[src/rtl/divs_iter.sv]
// divs_iter: 32-bit signed iterative divider (restoring, one quotient bit per cycle).
// Latency: done pulses 34 cycles after an accepted start (1 cycle for divide-by-zero).
// Backpressure: none; start is only honoured while idle, otherwise ignored.
// Ports:
//   clk, rst          - clock, synchronous active-high reset
//   start, a, b       - request with dividend/divisor, captured when accepted in IDLE
//   q, r              - quotient (toward zero) and remainder (sign of dividend)
//   n, z, dbz         - quotient negative, quotient zero, divide-by-zero flags
//   busy, done        - operation in progress; one-cycle completion pulse
module divs_iter (
  input  logic        clk,
  input  logic        rst,
  input  logic        start,
  input  logic [31:0] a,
  input  logic [31:0] b,
  output logic [31:0] q,
  output logic [31:0] r,
  output logic        n,
  output logic        z,
  output logic        dbz,
  output logic        busy,
  output logic        done
);

  typedef enum logic [1:0] {IDLE, CALC, FIX, DONE} state_e;

  state_e      state_q, state_d;
  logic [31:0] rem_q, rem_d;     // partial remainder (upper half of shift register)
  logic [31:0] quo_q, quo_d;     // dividend bits shifting out / quotient bits shifting in
  logic [31:0] bmag_q, bmag_d;   // |b| as unsigned
  logic        sa_q, sa_d;       // sign of dividend, applied to remainder
  logic        sq_q, sq_d;       // sign of quotient
  logic [4:0]  cnt_q, cnt_d;
  logic [31:0] q_q, q_d;
  logic [31:0] r_q, r_d;
  logic        z_q, z_d;
  logic        dbz_q, dbz_d;
  logic        done_q, done_d;

  logic [31:0] a_mag, b_mag;
  logic [31:0] shift_hi;
  logic [32:0] trial;
  logic [31:0] q_fix, r_fix;

  // 32'h80000000 maps to unsigned 2^31, which fits the 32-bit magnitude path.
  assign a_mag = a[31] ? (~a + 32'd1) : a;
  assign b_mag = b[31] ? (~b + 32'd1) : b;

  // Upper half after the left shift. rem_q < |b| <= 2^31, so its MSB is always
  // zero and dropping it loses nothing.
  assign shift_hi = {rem_q[30:0], quo_q[31]};
  assign trial    = {1'b0, shift_hi} - {1'b0, bmag_q};

  assign q_fix = sq_q ? (~quo_q + 32'd1) : quo_q;
  assign r_fix = sa_q ? (~rem_q + 32'd1) : rem_q;

  always_comb begin
    state_d = state_q;
    rem_d   = rem_q;
    quo_d   = quo_q;
    bmag_d  = bmag_q;
    sa_d    = sa_q;
    sq_d    = sq_q;
    cnt_d   = cnt_q;
    q_d     = q_q;
    r_d     = r_q;
    z_d     = z_q;
    dbz_d   = dbz_q;
    // done is registered from the DONE state, so it appears one cycle after
    // the results were loaded and coincides with the return to IDLE.
    done_d  = (state_q == DONE);

    case (state_q)
      IDLE: begin
        if (start) begin
          if (b == 32'd0) begin
            state_d = DONE;
            q_d     = 32'hFFFF_FFFF;
            r_d     = a;
            z_d     = 1'b0;
            dbz_d   = 1'b1;
          end else begin
            state_d = CALC;
            rem_d   = 32'd0;
            quo_d   = a_mag;
            bmag_d  = b_mag;
            sa_d    = a[31];
            sq_d    = a[31] ^ b[31];
            cnt_d   = 5'd0;
          end
        end
      end
      CALC: begin
        // Restore on a negative trial, otherwise keep it and shift in a 1.
        rem_d = trial[32] ? shift_hi : trial[31:0];
        quo_d = {quo_q[30:0], ~trial[32]};
        cnt_d = cnt_q + 5'd1;
        if (cnt_q == 5'd31) begin
          state_d = FIX;
        end
      end
      FIX: begin
        q_d     = q_fix;
        r_d     = r_fix;
        z_d     = (q_fix == 32'd0);
        dbz_d   = 1'b0;
        state_d = DONE;
      end
      DONE: begin
        state_d = IDLE;
      end
      default: begin
        state_d = IDLE;
      end
    endcase
  end

  always_ff @(posedge clk) begin
    if (rst) begin
      state_q <= IDLE;
      rem_q   <= 32'd0;
      quo_q   <= 32'd0;
      bmag_q  <= 32'd0;
      sa_q    <= 1'b0;
      sq_q    <= 1'b0;
      cnt_q   <= 5'd0;
      q_q     <= 32'd0;
      r_q     <= 32'd0;
      z_q     <= 1'b0;
      dbz_q   <= 1'b0;
      done_q  <= 1'b0;
    end else begin
      state_q <= state_d;
      rem_q   <= rem_d;
      quo_q   <= quo_d;
      bmag_q  <= bmag_d;
      sa_q    <= sa_d;
      sq_q    <= sq_d;
      cnt_q   <= cnt_d;
      q_q     <= q_d;
      r_q     <= r_d;
      z_q     <= z_d;
      dbz_q   <= dbz_d;
      done_q  <= done_d;
    end
  end

  // z is kept as a register loaded alongside q so it reads low out of reset
  // even though q is zero then; it always equals (q == 0) after a completion.
  assign q    = q_q;
  assign r    = r_q;
  assign n    = q_q[31];
  assign z    = z_q;
  assign dbz  = dbz_q;
  assign busy = (state_q == CALC) || (state_q == FIX);
  assign done = done_q;

endmodule

[config.mk]
export PLATFORM = sky130hd
export DESIGN_NAME = divs_iter
export DESIGN_NICKNAME = d
export VERILOG_FILES = /design/src/rtl/divs_iter.sv
export SDC_FILE = /design/constraint.sdc
export NUM_CORES = 1
export LEC_CHECK = 0
export BUFFER_PORTS_ARGS = -buffer_cell sky130_fd_sc_hd__buf_2
export CAP_MARGIN = 20
export CORE_UTILIZATION = 60
export CTS_BUF_LIST = sky130_fd_sc_hd__clkbuf_4
export DETAILED_ROUTE_END_ITERATION = 10
export PLACE_DENSITY = 0.82
export SYNTH_ARGS = -nofsm -noshare
export SYNTH_HDL_FRONTEND = slang
export SYNTH_SLANG_ARGS = --single-unit
[constraint.sdc]
create_clock -name clk -period 3.3 [get_ports clk]
set_clock_uncertainty 0.1 [all_clocks]
set_input_delay 0.66 -clock clk [delete_from_list [all_inputs] [get_ports clk]]
set_output_delay 0.66 -clock clk [all_outputs]
set_load 0.01 [all_outputs]
==> flow_results.org <==
** Cells and area
- The layout has 1,497 filler cells.
- Most common cell after layout, fill and taps aside :: dfxtp_1
- Cell Count, Final, Fillers Out :: 1,876
- The multi-input combinational cells in the finished layout cover a total of 7320 um2.
- Signed area change from the synthesized netlist to the final layout :: 16.1%
- Total Nets Final :: 1,744
- Register Area :: 3440 um2
- Of the cells placed in the final design, the portion with a size suffix greater than 1 is 0.195.
- Measured on the finished design, the core utilization comes to 0.720.
- Top library cells by usage in the layout, fill and taps aside :: dfxtp_1, nand2_1, nor2_1

** Placement
- Placed instance count :: 1,841
- HPWL after detailed placement :: about 25,000 um
- Port buffer count :: 135
- Routability-driven placement finished with a final weighted congestion of 0.950.
- Worst Setup Slack post-DPL :: -0.0790 ns

** Clock tree
- Number of buffers created by CTS :: 17
- TritonCTS built the clock tree.
- Clock-pin slew was measured on the worst setup and hold paths at 0.17 ns.
- For this design, the sink count on the clock tree is roughly 170.
- In this run, post-CTS hold repair placed 0 buffers.
- The clock passes through at most 2 buffers.
- Root buffer cell :: clkbuf_4
- Number of H-tree branching levels :: 4
- Later-pin clock latency in the skew report :: 0.60 ns

** Route
- In the routed layout, each cell is associated on average with a via count of 6.11.
- Final antenna-violating net count :: 0
- Number of DRC markers after the initial detailed-route iteration :: 946
- For this run, design rule violations remaining after detail routing come to 0.
- Dividing the detail-routed wire length by the instance count gives about 18 um.
- Detailed routing inserted a total of 11,459 vias.
- For this run, the detailed router's first-pass iteration total came to 6.
- The routed design has 33,000 um of wire.

** Logic synthesis
- The most used flip-flop cell after synthesis is dfxtp_1.
- When the netlist entered floorplanning its net count stood at 1,577.
- Area of the mapped netlist :: 11,300 um2
- After synthesis, the mean cell area works out to 7.74 um2.
- Distinct cells, synth :: 77
- Of the synthesized area, sequential elements account for 0.304.
- Share of Yosys cell area claimed by the top area cell type :: 0.304
- Post-synth EDFFs :: 0
- Of all flip-flops after synthesis, the portion carrying an async set or reset was 0.
- Total number of yosys warnings :: 0
- Dominant cell type by area after synthesis :: dfxtp_1
- In the synthesized netlist, the number of instances is 1,465.
- Top post-synthesis cells by area :: dfxtp_1, xor2_1, nand2_1
- Register bit total from synthesis :: 172

** Floorplan
- The initialized floorplan defines 49 standard-cell rows.
- The floorplan step defined a core boundary enclosing roughly 18,000 um2.
- The die is 139 um wide.
- Total Die Area :: roughly 20,000 um2
- Number of I/O pins :: approximately 140
- The initial utilization of the core area, before any placement, comes to 0.621.
- From bottom edge to top edge, the die measures around 140 um.

** GRT
- For this run, the total global-route usage over all layers was measured as 0.345.
- Number of global-route vias before repair :: 10,625
- The total overflow left after global routing is 0.
- The first global-routing pass estimated 53,500 um of wire.
- Pin count of the biggest net entering global routing :: 58
- The number of antenna violations at the first check in global routing came to 1.

** STA
- The worst pin sits at a relative slew slack of 0.610.
- In the finished design, the share of the clock period the worst path needs comes to 0.954.
- Transition at the pin with the smallest max-transition slack :: 0.584 ns
- Final worst setup slack :: ~0.15 ns
- Final-report max-slew violation count :: 0
- Tmin final :: 3.15 ns
- The number of failing hold endpoints at the final stage was 0.
- Final setup violation count :: 0
- Derived from the worst setup path, the maximum achievable clock frequency is 318 MHz.

** Worst setup path
- Walking the worst path, the cells encountered are inv_1 > ha_1 > or3b_1 > or2_2 > nand4b_1 > or4_4 > mux2_4 > a32o_1 > and4_1 > nand4_1 > nand2_1.
- On the worst path, the slowest cell contributes a delay of 0.47 ns.
- STA classifies the critical path startpoint as a flop.
- Data on the critical path is required at its endpoint by around 3.7 ns.
- Type of destination of the critical path :: flop
- For the worst setup path, the data arrival time is 3.56 ns.
- For flop-to-flop paths, the worst setup slack is 0.15 ns.
- The worst register-to-register path has a depth of 11.
- Kind of critical path :: reg -> reg
- Of all nets on the critical path, the largest fanout is 7.
- Largest delay share family, worst path :: simple AND/OR/NAND/NOR gates
- Buf+Inv Stages, Crit Path :: 1
- Highest-delay cell along the critical path :: or4_4
- Reg2reg start :: quo_q[0]
- In this run the critical register-to-register path is captured at z.

** Hold path
- The worst hold path terminates at bmag_q[0].
- Worst hold path stage count :: 3
- The startpoint identified for the worst hold timing path is b[0].
- The min-delay analysis places its worst path in the category in -> reg.

** Run status
- The run finished with clean final reports.

** Flow run
- Max-cap violations in this run came to 0.

** Pwr
- Leakage :: about 5.5 nW
- Worst VDD drop :: roughly 0.42 mV
- Areal power density over the cells :: between 600 and 700 nW/um2
Yosys cell counts (13+ instances only):
master	number
nand2_1	166
o211ai_1	24
ha_1	44
a31oi_1	13
o31ai_1	34
o41ai_1	19
nor2_1	165
nor3_1	14
inv_1	57
or3_1	15
a211oi_1	58
or4_1	17
nand3_1	13
clkbuf_1	72
mux2i_1	25
buf_2	16
a21oi_1	110
dfxtp_1	172
o21ai_0	95
xnor2_1	59
a311oi_1	31
xor2_1	85
or2_2	15
cell families after synthesis:
family / after synthesis / share of synthesized area
XOR/XNOR: 144 / 0.111
multiplexers: 28 / 0.0254
AND/OR/NAND/NOR: 476 / 0.196
buffers and inverters: 157 / 0.0547
AO/OA/AOI/OAI: 443 / 0.259
adder cells (fa/ha/maj): 45 / 0.0503
flip-flops: 172 / 0.304
worst min-delay path, cell delays in order:
cell and delay [ns]:
buf_2 0.13, nand2_1 0.06, a21oi_1 0.05
per-layer routing:
metal | vias to the layer above | wire (um) | track usage
met4 | 0 | 1870 | 0.202
met5 | - | 0 | 0
met3 | 97 | 2330 | 0.0578
met2 | 465 | 15100 | 0.555
met1 | 5308 | 13700 | 0.436
li1 | 5589 | - | -
report_power, final:
group	internal (mW)	switching, mW	total [mW]
logic	1.83	2.68	4.50
clock network	0.415	0.877	1.29
registers	2.47	0.337	2.81
total	4.71	3.89	8.60
state kept, by name, indices dropped and copies added (netlist names):
signal,count
rem_q,32
dbz,1
bmag_q,32
quo_q,32
z,1
q,32
r,32
cnt_q,5
sa_q,1
done,1
sq_q,1
state_q,2
through the flow:
step                setup TNS [ns]  total power [mW]  hold WS [ns]  cell area, um2
floorplan                        0              5.84         0.336           11300
global placement                 0              7.15         0.337           12800
detailed placement          -0.496              7.25         0.342           12800
CTS                              0              8.53         0.210           13100
global route               -0.0174              9.21         0.234           13200
finish                           0              8.60         0.231           13200
timing repair:
| action | 4_1_cts | 5_1_grt |
|---|---|---|
| gates resized for setup | 0 | 5 |
| setup buffers | 0 | 1 |
| setup endpoints to repair | 0 | 21 |
worst max-delay path by stage:
| stage | start | end | slack, ns | depth (start not counted) |
|---|---|---|---|---|
| finish | quo_q[0] | z | 0.15 | 11 |
| global route | quo_q[31] | rem_q[30] | -0.01 | 14 |
| detailed placement | b[21] | quo_q[31] | -0.08 | 12 |
| global placement | b[21] | quo_q[31] | 0.03 | 12 |
| floorplan | b[3] | quo_q[15] | 0.18 | 11 |
| CTS | rem_q[4] | rem_q[10] | 0.08 | 11 |
final cells by class:
type | count | area share
Antenna cell | 2 | 0.000380
Clock inverter | 15 | 0.0131
Multi-Input combinational cell | 1136 | 0.556
Timing Repair Buffer | 246 | 0.121
Tap cell | 229 | 0.0218
Inverter | 59 | 0.0168
Sequential cell | 172 | 0.262
Clock buffer | 17 | 0.00970
(Power assumes the default switching activity.)
